File: src/rtl/avalon_ahb_lite_bridge_if.sv
// Signal bundle for the Avalon-MM slave to AHB-Lite master bridge.
// The slave modport is the bridge's own view (Avalon slave, AHB master);
// the master modport is the surrounding system: Avalon initiator plus AHB slave.
interface avalon_ahb_lite_bridge_if #(
    parameter int unsigned HADDR_WIDTH = 32,
    parameter int unsigned HDATA_WIDTH = 32
);
    // Avalon-MM side
    logic [HADDR_WIDTH-1:0]   avs_address;
    logic                     avs_read;
    logic                     avs_write;
    logic [HDATA_WIDTH/8-1:0] avs_byteenable;
    logic [HDATA_WIDTH-1:0]   avs_writedata;
    logic                     avs_waitrequest;
    logic [HDATA_WIDTH-1:0]   avs_readdata;
    logic                     avs_readdatavalid;
    logic [1:0]               avs_response;

    // AHB-Lite side
    logic [HADDR_WIDTH-1:0]   HADDR;
    logic [1:0]               HTRANS;
    logic [2:0]               HSIZE;
    logic [2:0]               HBURST;
    logic                     HWRITE;
    logic [3:0]               HPROT;
    logic                     HMASTLOCK;
    logic [HDATA_WIDTH-1:0]   HWDATA;
    logic [HDATA_WIDTH-1:0]   HRDATA;
    logic                     HREADY;
    logic                     HRESP;

    logic                     bus_error;

    modport slave (
        input  avs_address, avs_read, avs_write, avs_byteenable, avs_writedata,
        output avs_waitrequest, avs_readdata, avs_readdatavalid, avs_response,
        output HADDR, HTRANS, HSIZE, HBURST, HWRITE, HPROT, HMASTLOCK, HWDATA,
        input  HRDATA, HREADY, HRESP,
        output bus_error
    );

    modport master (
        output avs_address, avs_read, avs_write, avs_byteenable, avs_writedata,
        input  avs_waitrequest, avs_readdata, avs_readdatavalid, avs_response,
        input  HADDR, HTRANS, HSIZE, HBURST, HWRITE, HPROT, HMASTLOCK, HWDATA,
        output HRDATA, HREADY, HRESP,
        input  bus_error
    );
endinterface

File: src/rtl/avalon_ahb_lite_bridge.sv
// Avalon-MM slave to AHB-Lite master bridge. Non-pipelined, one outstanding
// transfer. Writes are posted; reads return data through readdatavalid.
// Byteenable patterns AHB cannot express are issued as a word read or as a
// sequence of byte writes in ascending lane order.
module avalon_ahb_lite_bridge #(
    parameter int unsigned HADDR_WIDTH = 32,
    parameter int unsigned HDATA_WIDTH = 32   // only 32 is supported
) (
    input  logic                    HCLK,
    input  logic                    HRESET,
    avalon_ahb_lite_bridge_if.slave io_bus
);
    localparam logic [1:0] HTRANS_IDLE   = 2'b00;
    localparam logic [1:0] HTRANS_NONSEQ = 2'b10;
    localparam logic [1:0] RESP_OKAY     = 2'b00;
    localparam logic [1:0] RESP_SLVERR   = 2'b10;

    typedef enum logic [1:0] {
        S_IDLE = 2'd0,
        S_ADDR = 2'd1,
        S_DATA = 2'd2,
        S_RESP = 2'd3
    } state_e;

    state_e                 r_state;
    state_e                 w_state_next;

    logic [HADDR_WIDTH-1:0] r_haddr;
    logic [2:0]             r_hsize;
    logic                   r_hwrite;
    logic [3:0]             r_lanes;      // byte lanes still to be written
    logic [HDATA_WIDTH-1:0] r_wdata;
    logic [HDATA_WIDTH-1:0] r_rdata;
    logic [1:0]             r_resp;
    logic                   r_bus_error;

    logic                   w_req;
    logic                   w_is_read;
    logic [2:0]             w_dec_size;
    logic [1:0]             w_dec_off;
    logic [3:0]             w_dec_lanes;
    logic                   w_dec_skip;
    logic                   w_done_ok;
    logic                   w_done_err;
    logic                   w_unused_addr_lo;

    // Index of the lowest set lane in a byteenable mask.
    function automatic logic [1:0] low_lane(input logic [3:0] mask);
        if (mask[0]) begin
            return 2'd0;
        end else if (mask[1]) begin
            return 2'd1;
        end else if (mask[2]) begin
            return 2'd2;
        end
        return 2'd3;
    endfunction

    assign w_req      = (r_state == S_IDLE) && (io_bus.avs_read || io_bus.avs_write);
    assign w_is_read  = io_bus.avs_read;  // read wins when both are asserted
    assign w_done_ok  = (r_state == S_DATA) && io_bus.HREADY && !io_bus.HRESP;
    assign w_done_err = (r_state == S_DATA) && io_bus.HREADY && io_bus.HRESP;

    // The address is always rebuilt from the byteenable decode.
    assign w_unused_addr_lo = ^io_bus.avs_address[1:0];

    // Map the incoming byteenable onto HSIZE, address offset and leftover lanes.
    always_comb begin
        w_dec_size  = 3'd2;
        w_dec_off   = 2'd0;
        w_dec_lanes = 4'd0;
        w_dec_skip  = 1'b0;
        case (io_bus.avs_byteenable)
            4'b0001: begin w_dec_size = 3'd0; w_dec_off = 2'd0; end
            4'b0010: begin w_dec_size = 3'd0; w_dec_off = 2'd1; end
            4'b0100: begin w_dec_size = 3'd0; w_dec_off = 2'd2; end
            4'b1000: begin w_dec_size = 3'd0; w_dec_off = 2'd3; end
            4'b0011: begin w_dec_size = 3'd1; w_dec_off = 2'd0; end
            4'b1100: begin w_dec_size = 3'd1; w_dec_off = 2'd2; end
            4'b1111: begin w_dec_size = 3'd2; w_dec_off = 2'd0; end
            default: begin
                // Reads fall back to a whole word; writes split into bytes.
                if (!w_is_read) begin
                    if (io_bus.avs_byteenable == 4'b0000) begin
                        w_dec_skip = 1'b1;
                    end else begin
                        w_dec_size  = 3'd0;
                        w_dec_off   = low_lane(io_bus.avs_byteenable);
                        w_dec_lanes = io_bus.avs_byteenable & (io_bus.avs_byteenable - 4'd1);
                    end
                end
            end
        endcase
    end

    // State register.
    always_ff @(posedge HCLK) begin
        if (HRESET) begin
            r_state <= S_IDLE;
        end else begin
            r_state <= w_state_next;
        end
    end

    // Next-state decode.
    always_comb begin
        w_state_next = r_state;
        case (r_state)
            S_IDLE: begin
                if (w_req && !w_dec_skip) begin
                    w_state_next = S_ADDR;
                end
            end
            S_ADDR: begin
                if (io_bus.HREADY) begin
                    w_state_next = S_DATA;
                end
            end
            S_DATA: begin
                if (w_done_err) begin
                    w_state_next = r_hwrite ? S_IDLE : S_RESP;
                end else if (w_done_ok) begin
                    if (!r_hwrite) begin
                        w_state_next = S_RESP;
                    end else if (r_lanes != 4'd0) begin
                        w_state_next = S_ADDR;
                    end else begin
                        w_state_next = S_IDLE;
                    end
                end
            end
            S_RESP: begin
                w_state_next = S_IDLE;
            end
            default: begin
                w_state_next = S_IDLE;
            end
        endcase
    end

    // Command capture, byte-lane stepping and read/error result registers.
    always_ff @(posedge HCLK) begin
        if (HRESET) begin
            r_haddr     <= '0;
            r_hsize     <= 3'd0;
            r_hwrite    <= 1'b0;
            r_lanes     <= 4'd0;
            r_wdata     <= '0;
            r_rdata     <= '0;
            r_resp      <= RESP_OKAY;
            r_bus_error <= 1'b0;
        end else begin
            r_bus_error <= 1'b0;
            case (r_state)
                S_IDLE: begin
                    if (w_req) begin
                        r_haddr  <= {io_bus.avs_address[HADDR_WIDTH-1:2], w_dec_off};
                        r_hsize  <= w_dec_size;
                        r_hwrite <= !w_is_read;
                        r_lanes  <= w_dec_lanes;
                        r_wdata  <= io_bus.avs_writedata;
                    end
                end
                S_DATA: begin
                    if (w_done_err) begin
                        // An error abandons any byte lanes not yet written.
                        r_lanes     <= 4'd0;
                        r_bus_error <= 1'b1;
                        if (!r_hwrite) begin
                            r_resp <= RESP_SLVERR;
                        end
                    end else if (w_done_ok) begin
                        if (!r_hwrite) begin
                            r_rdata <= io_bus.HRDATA;
                            r_resp  <= RESP_OKAY;
                        end else if (r_lanes != 4'd0) begin
                            r_haddr[1:0] <= low_lane(r_lanes);
                            r_lanes      <= r_lanes & (r_lanes - 4'd1);
                        end
                    end
                end
                default: begin
                end
            endcase
        end
    end

    assign io_bus.avs_waitrequest   = HRESET || (r_state != S_IDLE);
    assign io_bus.avs_readdata      = r_rdata;
    assign io_bus.avs_readdatavalid = (r_state == S_RESP);
    assign io_bus.avs_response      = r_resp;

    assign io_bus.HADDR     = r_haddr;
    assign io_bus.HTRANS    = (r_state == S_ADDR) ? HTRANS_NONSEQ : HTRANS_IDLE;
    assign io_bus.HSIZE     = r_hsize;
    assign io_bus.HBURST    = 3'b000;
    assign io_bus.HWRITE    = r_hwrite;
    assign io_bus.HPROT     = 4'b0011;
    assign io_bus.HMASTLOCK = 1'b0;
    assign io_bus.HWDATA    = r_wdata;
    assign io_bus.bus_error = r_bus_error;
endmodule

File: src/flat_wrapper.sv
// flat-port wrapper written by rule: the top's interface ports become plain ports
module avalon_ahb_lite_bridge_flat 
#(
    parameter int unsigned HADDR_WIDTH = 32,
    parameter int unsigned HDATA_WIDTH = 32                          
)
  (HCLK, HRESET, io_bus_avs_address, io_bus_avs_read, io_bus_avs_write, io_bus_avs_byteenable, io_bus_avs_writedata, io_bus_avs_waitrequest, io_bus_avs_readdata, io_bus_avs_readdatavalid, io_bus_avs_response, io_bus_HADDR, io_bus_HTRANS, io_bus_HSIZE, io_bus_HBURST, io_bus_HWRITE, io_bus_HPROT, io_bus_HMASTLOCK, io_bus_HWDATA, io_bus_HRDATA, io_bus_HREADY, io_bus_HRESP, io_bus_bus_error);
  avalon_ahb_lite_bridge_if #(.HADDR_WIDTH(HADDR_WIDTH), .HDATA_WIDTH(HDATA_WIDTH)) io_bus_i ();
  input  logic HCLK;
  input  logic HRESET;
  input wire logic [$bits(io_bus_i.avs_address)-1:0] io_bus_avs_address;
  input wire logic [$bits(io_bus_i.avs_read)-1:0] io_bus_avs_read;
  input wire logic [$bits(io_bus_i.avs_write)-1:0] io_bus_avs_write;
  input wire logic [$bits(io_bus_i.avs_byteenable)-1:0] io_bus_avs_byteenable;
  input wire logic [$bits(io_bus_i.avs_writedata)-1:0] io_bus_avs_writedata;
  output wire logic [$bits(io_bus_i.avs_waitrequest)-1:0] io_bus_avs_waitrequest;
  output wire logic [$bits(io_bus_i.avs_readdata)-1:0] io_bus_avs_readdata;
  output wire logic [$bits(io_bus_i.avs_readdatavalid)-1:0] io_bus_avs_readdatavalid;
  output wire logic [$bits(io_bus_i.avs_response)-1:0] io_bus_avs_response;
  output wire logic [$bits(io_bus_i.HADDR)-1:0] io_bus_HADDR;
  output wire logic [$bits(io_bus_i.HTRANS)-1:0] io_bus_HTRANS;
  output wire logic [$bits(io_bus_i.HSIZE)-1:0] io_bus_HSIZE;
  output wire logic [$bits(io_bus_i.HBURST)-1:0] io_bus_HBURST;
  output wire logic [$bits(io_bus_i.HWRITE)-1:0] io_bus_HWRITE;
  output wire logic [$bits(io_bus_i.HPROT)-1:0] io_bus_HPROT;
  output wire logic [$bits(io_bus_i.HMASTLOCK)-1:0] io_bus_HMASTLOCK;
  output wire logic [$bits(io_bus_i.HWDATA)-1:0] io_bus_HWDATA;
  input wire logic [$bits(io_bus_i.HRDATA)-1:0] io_bus_HRDATA;
  input wire logic [$bits(io_bus_i.HREADY)-1:0] io_bus_HREADY;
  input wire logic [$bits(io_bus_i.HRESP)-1:0] io_bus_HRESP;
  output wire logic [$bits(io_bus_i.bus_error)-1:0] io_bus_bus_error;
  assign io_bus_i.avs_address = io_bus_avs_address;
  assign io_bus_i.avs_read = io_bus_avs_read;
  assign io_bus_i.avs_write = io_bus_avs_write;
  assign io_bus_i.avs_byteenable = io_bus_avs_byteenable;
  assign io_bus_i.avs_writedata = io_bus_avs_writedata;
  assign io_bus_avs_waitrequest = io_bus_i.avs_waitrequest;
  assign io_bus_avs_readdata = io_bus_i.avs_readdata;
  assign io_bus_avs_readdatavalid = io_bus_i.avs_readdatavalid;
  assign io_bus_avs_response = io_bus_i.avs_response;
  assign io_bus_HADDR = io_bus_i.HADDR;
  assign io_bus_HTRANS = io_bus_i.HTRANS;
  assign io_bus_HSIZE = io_bus_i.HSIZE;
  assign io_bus_HBURST = io_bus_i.HBURST;
  assign io_bus_HWRITE = io_bus_i.HWRITE;
  assign io_bus_HPROT = io_bus_i.HPROT;
  assign io_bus_HMASTLOCK = io_bus_i.HMASTLOCK;
  assign io_bus_HWDATA = io_bus_i.HWDATA;
  assign io_bus_i.HRDATA = io_bus_HRDATA;
  assign io_bus_i.HREADY = io_bus_HREADY;
  assign io_bus_i.HRESP = io_bus_HRESP;
  assign io_bus_bus_error = io_bus_i.bus_error;
  avalon_ahb_lite_bridge #(.HADDR_WIDTH(HADDR_WIDTH), .HDATA_WIDTH(HDATA_WIDTH)) u_core (.HCLK(HCLK), .HRESET(HRESET), .io_bus(io_bus_i));
endmodule
File: config.mk
export PLATFORM = sky130hd
export DESIGN_NAME = avalon_ahb_lite_bridge_flat
export DESIGN_NICKNAME = d
export VERILOG_FILES = /design/src/rtl/avalon_ahb_lite_bridge_if.sv /design/src/rtl/avalon_ahb_lite_bridge.sv /design/src/flat_wrapper.sv
export SDC_FILE = /design/constraint.sdc
export NUM_CORES = 1
export LEC_CHECK = 0
export ABC_AREA = 1
export BUFFER_PORTS_ARGS = -buffer_cell sky130_fd_sc_hd__buf_4
export CAP_MARGIN = 25
export CORE_MARGIN = 1
export CORE_UTILIZATION = 48
export DETAILED_ROUTE_END_ITERATION = 7
export GPL_TIMING_DRIVEN = 0
export PLACE_DENSITY = 0.92
export SYNTH_ARGS = -nofsm -noshare
export SYNTH_HDL_FRONTEND = slang
export SYNTH_SLANG_ARGS = --single-unit
File: constraint.sdc
create_clock -name HCLK -period 4.1 [get_ports HCLK]
set_input_delay 0.82 -clock HCLK [delete_from_list [all_inputs] [get_ports HCLK]]
set_output_delay 0.82 -clock HCLK [all_outputs]
set_load 0.03 [all_outputs]
## Word level (Yosys, flattened, before mapping)

Cells that the tools add are included.

- Add/sub/neg operators: 2
- $mul: 0
- Div/mod/pow operators: 0
- $lt $le $gt $ge: 0
- Eq/ne operators: 20
- Shifts and indexed selects: 0
- Muxes and demuxes: 61
- Bitwise logic cells: 5
- Reductions and logical operators: 28

Operators with widths:

| cell | count |
|---|---|
| $mux 2 | 27 |
| $mux 4 | 8 |
| $mux 1 | 20 |
| $pmux 2 s4 | 2 |
| $eq 4x4->1 const B | 3 |
| $pmux 3 s3 | 1 |
| $and 4x4->4 | 2 |
| $eq 4x2->1 const B | 2 |
| $ne 2x2->1 const B | 4 |
| $pmux 4 s2 | 1 |
| $sub 4x1->4 const B | 2 |
| $reduce_or 7->1 | 1 |
| $ne 2x1->1 const B | 3 |
| $ne 3x1->1 const B | 2 |
| $reduce_and 3->1 | 2 |
| $reduce_and 6->1 | 1 |
| $reduce_bool 2->1 | 3 |
| $reduce_or 2->1 | 3 |
| $logic_and 1x1->1 | 5 |
| $reduce_and 5->1 | 1 |
| $eq 2x2->1 const B | 2 |
| $eq 4x1->1 const B | 1 |
| $eq 4x3->1 const B | 1 |
| $logic_not 4->1 | 1 |
| other kinds (13) | 18 |

- Bits in registers: 109
- Bits in latches: 0
- RAM bits: 0
- ROM bits: 0
- Input port bits: 106
- Output and inout bits: 115
- Word-level logic and storage cells: 126
- Memories: 0

## Depth between registers and ports, before layout

Gate-level depths: netlist of the first run.

- Depth in word-level cells: 15
- Gate-level depth with buffers: 10
- Mapped depth without buffers: 10

## Least setup slack after synthesis of the first run

No wires, ideal clock.

- Path type: input to output
- Start point: input HRESET
- End point: output io_bus_avs_waitrequest
- Arrival: 1.352 ns
- Data required time: 3.280 ns
- Path slack: 1.928 ns
- Stages: 3
- Path buffers: 1
- Cell sequence: inv_1 -> buf_1 -> nand2_1

- Longest elaborated chain between the ends: 1

Ends and longest elaborated chain:

| element | RTL line | RTL |
|---|---|---|
| from (decl) | flat_wrapper.sv:10 | `input logic HRESET;` |
| $logic_or 1x1->1 | avalon_ahb_lite_bridge.sv:188 | `assign io_bus.avs_waitrequest = HRESET \|\| (r_state != S_IDLE);` |
| to (decl) | flat_wrapper.sv:16 | `output wire logic [$bits(io_bus_i.avs_waitrequest)-1:0] io_bus_avs_waitrequest;` |

Every way passes these cells.

## Worst setup path in the final report of the first run

Same ends and word-level chain as after synthesis.

==> results of run 1 <==
[flip-flops by register name, summed over array words and instances (netlist names)]
| signal | count |
|---|---|
| u_core.r_lanes | 3 |
| u_core.io_bus.HWDATA | 32 |
| u_core.r_state | 2 |
| u_core.io_bus.avs_readdata | 32 |
| u_core.io_bus.HADDR | 32 |
| u_core.io_bus.avs_response | 1 |
| u_core.io_bus.HWRITE | 1 |
| u_core.io_bus.bus_error | 1 |
| u_core.io_bus.HSIZE | 2 |
[routing by layer]
metal | vias up | GRT usage [%]
met1 | 2011 | 27.9
li1 | 2214 | -
met3 | 26 | 8.13
met4 | 0 | 10.2
met2 | 196 | 48.8
met5 | - | 0
[through the flow]
stage	utilization [%]	cells
after floorplan	-	570
after global placement	70.5	881
after detailed placement	70.5	881
after CTS	73.2	897
after global routing	73.2	897
final	73.2	897
[cell families after synthesis]
family	after synthesis	synth area share (%)
AOI/OAI and AO/OA	123	15.1
buffers and inverters	66	8.03
DFF	106	51.6
other	2	0.183
and+or+nand+nor	264	25.1
[Yosys cell counts]
cell type / count / share of area (%)
buf_2: 7 / 0.85
buf_4: 11 / 2.0
buf_1: 1 / 0.091
inv_2: 1 / 0.091
o21ai_0: 73 / 8.9
nand3_1: 10 / 1.2
nor3_1: 2 / 0.24
nor2_1: 144 / 13
clkinv_2: 1 / 0.12
a211oi_1: 1 / 0.18
dfxtp_1: 106 / 52
o31ai_1: 1 / 0.18
nor2_2: 3 / 0.46
nand2_2: 3 / 0.46
nand2_1: 100 / 9.1
clkbuf_1: 19 / 1.7
o21ai_1: 3 / 0.37
clkbuf_2: 1 / 0.12
inv_1: 21 / 1.9
a21oi_1: 45 / 5.5
nor2_4: 1 / 0.27
conb_1: 2 / 0.18
nand4_1: 1 / 0.15
buf_6: 4 / 1.1
[critical path: stages]
cell and delay (ps):
buf_4 130, inv_1 180, buf_1 330, nand2_1 120
buf_4 190
[cell type report]
cell class	count	area share, %
sequential	106	35.1
multi-input combinational	398	28.0
timing repair buffer	206	25.6
buffer	43	4.02
tap	105	2.17
clock buffer	10	2.11
clock inverter	6	1.49
inverter	23	1.45
[final timing paths]
| check | cells past startpoint | from | to |
|---|---|---|---|
| min reg2reg | 2 | u_core.io_bus.avs_readdata[20]$_SDFFE_PP0P_ | u_core.io_bus.avs_readdata[20]$_SDFFE_PP0P_ |
| max reg2reg | 9 | u_core.r_state[0]$_SDFFE_PP0P_ | u_core.io_bus.HADDR[0]$_SDFFE_PP0P_ |
| min | 2 | u_core.io_bus.avs_readdata[20]$_SDFFE_PP0P_ | u_core.io_bus.avs_readdata[20]$_SDFFE_PP0P_ |
| max | 5 | HRESET | io_bus_avs_waitrequest |
[power by group through the flow]
stage | registers, W | logic [W] | clock network (W)
final | 0.00147 | 0.00192 | 0.000702
after global routing | 0.00150 | 0.00209 | 0.000761
after CTS | 0.00146 | 0.00193 | 0.000713
after detailed placement | 0.00149 | 0.00192 | 0
after global placement | 0.00147 | 0.00187 | 0
after floorplan | 0.00199 | 0.000697 | 0
==> metrics.yaml, run 1 <==
pre_cts_ws_ps: 1460
cts_tree: "built"
synthesis.area_um2: 4110
endpoint_kind: "output port"
fin_nets: 893
postCtsHoldBufs: 0
setup_viol: 0
hold_slack_ps: 473
insertedDiodeCount: 0
dr_wl_met3_um: 1140
final_area_um2: 6040
period_minus_slack_ps: 2590
highest_layer: "met4"
viasPerCell: 4.96
grt_pass1_wl_um: 18500
area_growth_pct: 46.9
path_class: "in2out"
wl_met2_um: 6070
routed_wl_um: 12000
seq_power_share_pct: 35.8
cp.required_ps: 3280
cp-start-kind: "primary input"
setup_slack_ps: 1510
rsz0062_at_grt: "no"
die_h_um: 94.6
synth-seq-cells: 106
fillCellCount: 639
total_leakage_power_nw: 2.90
num_rows: 33
cts-root-buf: "clkbuf_8"
drive_above_1_share_pct: 31.9
dpl_cell_area_um2: 5820
htreeDepth: 3
postCtsSetupRepairBufs: 0
pwr-share-comb_pct: 47.0
post-dp-hpwl_um: 9410
p_sw_share_pct: 43.1
arrival_ps: 1770
ios: 221
syn_inst: 561
post-route-period-util_pct: 63.2
vias: 4447
fmax_mhz: 386
core_area_um2: 8260
initial_core_util_pct: 49.8
clock_skew_ps: 12.6
clk_pin_slew_ps: 90
max_cap_viol_count: 0
ctsLongestPathBuffers: 2
cts_sinks: 106
grt_max_degree: 18
rrSetupSlack_ps: 2560
hp-class: "reg2reg"
grt_pass1_vias: 4219
drcViolationCount: 0
dieArea_um2: 8940
hold_viol: 0
ant_nets: 0
final_cell_mix: "217 x buf_4, 144 x nor2_1, 106 x dfxtp_1"
p_total_w: 0.00409
fp.dieW_um: 94.6
status: "completed"
p_per_area_nw_per_um2: 677
routedWlPerCell_um: 13.3
final-max-slew-violation-count: 0
clkPwrFrac_pct: 17.2
p_int_w: 0.00233
layout_commonest_cell: "buf_4"
ir_worst_vdd_mv: 0.236
post_cts_resized: 0
antenna_found_initial: 0
avgSynthCellArea_um2: 7.33
finalSetupTns_ps: 0
yosys_warnings: 0
multi_input_area_um2: 1690
final-seq-area_um2: 2120
clkLatencyLatePin_ps: 360
ys_types: 24
m1WireLength_um: 4520
portBuffers: 206
grt_usage_pct: 26.4
yosysSeqAreaShare_pct: 51.6
cp_max_fo: 10
power_switching_w: 0.00176
drtPass1Iterations: 5
numCtsBuffers: 9
globalplace.congestion: 0.913
drtIter0Drc: 221
gr-total-overflow: 0
Note: power is estimated with default switching activity, not from simulation.
==> run 2: changes to the inputs <==
--- a/config.mk
+++ b/config.mk
@@ -5,14 +5,14 @@
 export SDC_FILE = /design/constraint.sdc
 export NUM_CORES = 1
 export LEC_CHECK = 0
-export ABC_AREA = 1
+export ABC_AREA = 0
 export BUFFER_PORTS_ARGS = -buffer_cell sky130_fd_sc_hd__buf_4
 export CAP_MARGIN = 25
 export CORE_MARGIN = 1
-export CORE_UTILIZATION = 48
+export CORE_UTILIZATION = 45
 export DETAILED_ROUTE_END_ITERATION = 7
 export GPL_TIMING_DRIVEN = 0
-export PLACE_DENSITY = 0.92
+export PLACE_DENSITY = 0.87
 export SYNTH_ARGS = -nofsm -noshare
 export SYNTH_HDL_FRONTEND = slang
 export SYNTH_SLANG_ARGS = --single-unit
==> constraint.sdc (replaced) <==
create_clock -name HCLK -period 2.61 [get_ports HCLK]
set_input_delay 0.522 -clock HCLK [delete_from_list [all_inputs] [get_ports HCLK]]
set_output_delay 0.522 -clock HCLK [all_outputs]
set_load 0.03 [all_outputs]
==> run 2 against run 1 <==
  * Clock skew grew 3.1 ps
  * Non-clock buffer count is 4 higher
  * Register-to-register slack got worse by 1600 ps
  * Sequential share of layout area is 0.051 points higher
  * The flow now finishes with violations (DRC)
  * Wire length up 0.22%
  * Hold slack worse by 56 ps
  * First-iteration DRC count down 34%
  * Critical path type is now reg2out
  * Sequential power is 20% higher
  * Clock-buffer cell count rose by 1
  * Via count is 3.2% lower
  * Largest cell class unchanged
==> metrics.yaml, run 2 <==
portBuffers: 202
fillCellCount: 741
drtIter0Drc: 145
p_sw_share_pct: 30.9
synthTopCellsByArea: "dfxtp_1 51%, nand2_1 18%, a21oi_1 12%"
synthesis.area_um2: 4150
final-max-slew-violation-count: 0
worst_path_largest_cell_delay_ps: 410
viasPerCell: 5.05
dieArea_um2: 9620
avgSynthCellArea_um2: 8.02
ctsLongestPathBuffers: 2
num_rows: 34
worstMarginPinSlew_ps: 596
post-route-period-util_pct: 74.4
total_leakage_power_nw: 2.70
drcViolationCount: 18
post_cts_resized: 0
finish.utilization_pct: 68.2
muxShareOfSynthArea_pct: 0.271
fp.dieW_um: 98.1
cp-start-kind: "register"
hold_slack_ps: 417
power_switching_w: 0.00113
synth_ff_type: "dfxtp_1"
rrSetupSlack_ps: 1000
htreeDepth: 3
ant_nets: 0
drive_above_1_share_pct: 34.9
synthAdderAreaFrac_pct: 0
yosys_warnings: 0
routedWlPerCell_um: 14.1
seq_power_share_pct: 48.3
finalSetupTns_ps: 0
clkLatencyLatePin_ps: 340
synth_top_cell_area_share_pct: 51.1
violations: "DRC"
status: "finished with violations"
arrival_ps: 1420
layout_commonest_cell: "buf_4"
core_area_um2: 8850
cts-root-buf: "clkbuf_8"
post-dp-hpwl_um: 9360
fin_nets: 846
yosysSeqAreaShare_pct: 51.1
die_h_um: 98.1
postCtsSetupRepairBufs: 0
globalplace.congestion: 0.860
post_synth_xor_area_fraction_pct: 0.422
gr-total-overflow: 0
crit_slowest_cell: "or3_4"
postCtsHoldBufs: 0
grt_pass1_wl_um: 18900
synth-compound-area-share_pct: 16.1
vias: 4305
pwr-share-comb_pct: 24.5
hp-class: "in2reg"
cp_max_fo: 10
relSlewSlack_pct: 60.2
drtPass1Iterations: 7
crit_chain: "buf_2, or3_4, buf_4"
p_int_w: 0.00253
ios: 221
cts_tree: "built"
synth.most_common_cell: "nand2_1"
endpoint_kind: "output port"
max_cap_viol_count: 0
cp_num_buf_inv: 2
fmax_mhz: 515
rsz0062_at_grt: "no"
final_cell_mix: "214 x buf_4, 194 x nand2_1, 106 x dfxtp_1"
clk_pin_slew_ps: 110
hold_viol: 0
synth_top_family_by_area: "simple AND/OR/NAND/NOR gates"
clkPwrFrac_pct: 27.2
routed_wl_um: 12000
path_class: "reg2out"
antenna_found_initial: 0
p_per_area_nw_per_um2: 608
synth-seq-cells: 106
synth-simple-area-share_pct: 24.0
grt_pass1_vias: 4150
setup_viol: 0
yosysTopAreaCell: "dfxtp_1"
ir_worst_vdd_mv: 0.382
crit_family: "simple AND/OR/NAND/NOR gates"
initial_core_util_pct: 46.9
grt_usage_pct: 24.3
synth_edf_count: 0
syn_inst: 518
insertedDiodeCount: 0
yosys-top-cells-count: "194 x nand2_1, 106 x dfxtp_1, 97 x a21oi_1"
cp.required_ps: 2090
grt_max_degree: 18
async_flop_share_pct: 0
numCtsBuffers: 9
cts_sinks: 106
ys_types: 48
area_growth_pct: 45.3
clock_skew_ps: 15.7
period_minus_slack_ps: 1940
[run 2: changes by cell type after synthesis, moves of 20 or more]
cell | previous run | this run
a21oi_1 | 45 | 97
o21ai_0 | 73 | 4
inv_1 | 21 | 1
nand2_1 | 100 | 194
nor2_1 | 144 | 9
[run 2: per-stage QoR]
| stage | total power (W) | worst slack, ps | instances | area, um2 |
|---|---|---|---|---|
| finish | 0.00367 | 669 | 853 | 6030 |
| global route | 0.00384 | 615 | 853 | 6030 |
| CTS | 0.00369 | 653 | 853 | 6030 |
| detailed placement | 0.00271 | 512 | 837 | 5840 |
| global placement | 0.00268 | 554 | 837 | 5840 |
| floorplan | 0.00234 | 1020 | 527 | 4190 |
[run 2: tightest hold or removal path, cell delays in order]
cell and delay, ps:
buf_4 110, nand2_1 50, a21oi_1 50
[run 2: final timing paths]
path / to / cells past startpoint / from
min reg2reg: u_core.io_bus.avs_readdata[29]$_SDFFE_PP0P_ / 2 / u_core.io_bus.avs_readdata[29]$_SDFFE_PP0P_
max: io_bus_avs_waitrequest / 3 / u_core.r_state[0]$_SDFFE_PP0P_
min: u_core.io_bus.avs_readdata[31]$_SDFFE_PP0P_ / 3 / io_bus_HRDATA[31]
max reg2reg: u_core.io_bus.HWDATA[24]$_SDFFE_PP0P_ / 6 / u_core.r_state[0]$_SDFFE_PP0P_
[run 2: area by class of cell]
| cell class | count | area (um2) | share of cell area [%] |
|---|---|---|---|
| sequential | 106 | 2120 | 35.2 |
| multi-input combinational | 369 | 1730 | 28.7 |
| timing repair buffer | 202 | 1520 | 25.1 |
| buffer | 51 | 327 | 5.41 |
| tap | 108 | 135 | 2.24 |
| clock buffer | 11 | 131 | 2.18 |
| clock inverter | 5 | 62.6 | 1.04 |
| inverter | 1 | 3.75 | 0.0622 |
[run 2: cell families (layout without fill, tap and decap cells)]
kind of cell	after synthesis	count (layout)
XOR/XNOR	2	2
multiplexers	1	1
flip-flops	106	106
other	2	11
buffers and inverters	52	270
AND/OR/NAND/NOR	235	235
AO/OA/AOI/OAI	120	120
[run 2: power groups by stage]
stage | combinational [W] | clock (W) | sequential, W
after detailed placement | 0.000900 | 0 | 0.00181
final | 0.000900 | 0.000997 | 0.00177
after CTS | 0.000902 | 0.00102 | 0.00177
after global placement | 0.000879 | 0 | 0.00180
after global routing | 0.000964 | 0.00109 | 0.00178
after floorplan | 0.000345 | 0 | 0.00199
[run 2: routing by layer]
layer / vias to the layer above / GRT usage [%] / share of wire [%]
met1: 1976 / 26.4 / 38
li1: 2118 / - / -
met5: - / 0 / 0
met3: 24 / 5.15 / 7.6
met4: 0 / 9.09 / 2.6
met2: 187 / 45.7 / 51
==> run 3: changes to the inputs <==
--- a/config.mk
+++ b/config.mk
@@ -5,7 +5,7 @@
 export SDC_FILE = /design/constraint.sdc
 export NUM_CORES = 1
 export LEC_CHECK = 0
-export ABC_AREA = 0
+export ABC_AREA = 1
 export BUFFER_PORTS_ARGS = -buffer_cell sky130_fd_sc_hd__buf_4
 export CAP_MARGIN = 25
 export CORE_MARGIN = 1
==> constraint.sdc (replaced) <==
create_clock -name HCLK -period 1.98 [get_ports HCLK]
set_input_delay 0.396 -clock HCLK [delete_from_list [all_inputs] [get_ports HCLK]]
set_output_delay 0.396 -clock HCLK [all_outputs]
set_load 0.03 [all_outputs]
==> run 3 against run 2 <==
  * The flow now finishes without violations
  * Clock power is 27% higher
  * Worst setup slack worse by 400 ps
  * Clock skew is 3.0 ps lower
  * Wire length is 1.1% lower
  * Critical path depth is 2 higher
  * Sequential share of layout area is 0.11 points higher
  * Core utilization is 0.45 points higher
  * Hold slack worse by 150 ps
  * Cell count is 5.5% higher
  * Register-to-register slack worse by 550 ps
  * Die area is 0.98% lower
  * Critical endpoint unchanged
  * Largest cell class unchanged
  * Highest routed layer unchanged
==> metrics.yaml, run 3 (synthesized netlist as in run 1, its figures left out) <==
worst_path_largest_cell_delay_ps: 330
crit_chain: "buf_4, inv_1, buf_1, nand2_1, buf_4"
ctsLongestPathBuffers: 2
final_cell_mix: "217 x buf_4, 144 x nor2_1, 106 x dfxtp_1"
path_common_cell: "buf_4"
dieArea_um2: 9520
crit_slowest_cell: "buf_1"
p_total_w: 0.00826
insertedDiodeCount: 0
ant_nets: 0
cp-start-kind: "primary input"
postCtsSetupRepairBufs: 0
ir_worst_vdd_mv: 0.540
initial_core_util_pct: 46.9
post-route-period-util_pct: 86.4
rsz0062_at_grt: "no"
grt_max_degree: 19
period_minus_slack_ps: 1710
routed_wl_um: 11900
routedWlPerCell_um: 13.2
setup_slack_ps: 268
drive_above_1_share_pct: 32.1
fmax_mhz: 584
path_class: "in2out"
status: "completed"
cts_tree: "built"
grt_pass1_vias: 4190
final-max-slew-violation-count: 0
layout_commonest_cell: "buf_4"
gr-total-overflow: 0
postCtsHoldBufs: 0
max_cap_viol_count: 0
clkLatencyLatePin_ps: 360
numCtsBuffers: 9
arrival_ps: 1320
viasPerCell: 4.92
setup_viol: 0
fp.dieW_um: 97.6
hold_slack_ps: 267
drtPass1Iterations: 4
total_leakage_power_nw: 2.89
grt_usage_pct: 24.4
num_rows: 34
cts_sinks: 106
drcViolationCount: 0
dp.cells: 884
vias: 4428
cts-root-buf: "clkbuf_8"
grt_pass1_wl_um: 18700
post-dp-hpwl_um: 9270
fin_nets: 893
core_area_um2: 8760
drtIter0Drc: 104
globalplace.congestion: 0.853
pre_cts_ws_ps: 183
hp-class: "in2reg"
antenna_found_initial: 0
clock_skew_ps: 12.7
final_cells: 900
clk_pin_slew_ps: 100
finalSetupTns_ps: 0
portBuffers: 206
cp.required_ps: 1580
post_cts_resized: 0
p_per_area_nw_per_um2: 1370
die_h_um: 97.6
area_growth_pct: 46.3
cp_max_fo: 10
ios: 221
endpoint_kind: "output port"
hold_viol: 0
fillCellCount: 735
htreeDepth: 3
## run 3: critical path, delay by kind of cell
family	cells	cell delay, ps
AND/OR/NAND/NOR	1	100
buffers and inverters	4	810
## run 3: area by class of cell
cell class                 count  area [um2]  share of cell area [%]
inverter                      23        87.6                    1.46
multi-input combinational    398        1690                    28.2
clock inverter                 6        48.8                   0.811
buffer                        43         243                    4.04
sequential                   106        2120                    35.3
tap                          108         135                    2.25
timing repair buffer         206        1550                    25.7
clock buffer                  10         138                    2.29
## run 3: metrics by stage
step / util (%) / area [um2]
CTS: 68.6 / 6010
floorplan: - / 4150
global placement: 66.5 / 5830
detailed placement: 66.5 / 5830
global route: 68.6 / 6010
finish: 68.6 / 6010
## run 3: layer usage
layer	vias to the layer above	GRT usage, %	part of all wire, %
met3	20	5.97	7.3
li1	2209	-	-
met1	1991	26.3	40
met4	0	9.50	1.9
met5	-	0	0
met2	208	45.3	51
## run 3: power by group
part / total (W) / leakage, nW / internal, W / switching, W
logic: 0.00396 / 1.92 / 0.00139 / 0.00257
clock network: 0.00127 / 0.0972 / 0.000507 / 0.000758
registers: 0.00303 / 0.872 / 0.00271 / 0.000328
## run 3: final timing paths
| path | cells past startpoint | slack (ps) | end | from |
|---|---|---|---|---|
| max | 5 | 270 | io_bus_avs_waitrequest | HRESET |
| min | 3 | 270 | u_core.io_bus.HWDATA[29]$_SDFFE_PP0P_ | io_bus_avs_writedata[29] |
| max reg2reg | 7 | 450 | u_core.io_bus.HADDR[8]$_SDFFE_PP0P_ | u_core.r_state[0]$_SDFFE_PP0P_ |
| min reg2reg | 2 | 470 | u_core.io_bus.avs_readdata[20]$_SDFFE_PP0P_ | u_core.io_bus.avs_readdata[20]$_SDFFE_PP0P_ |
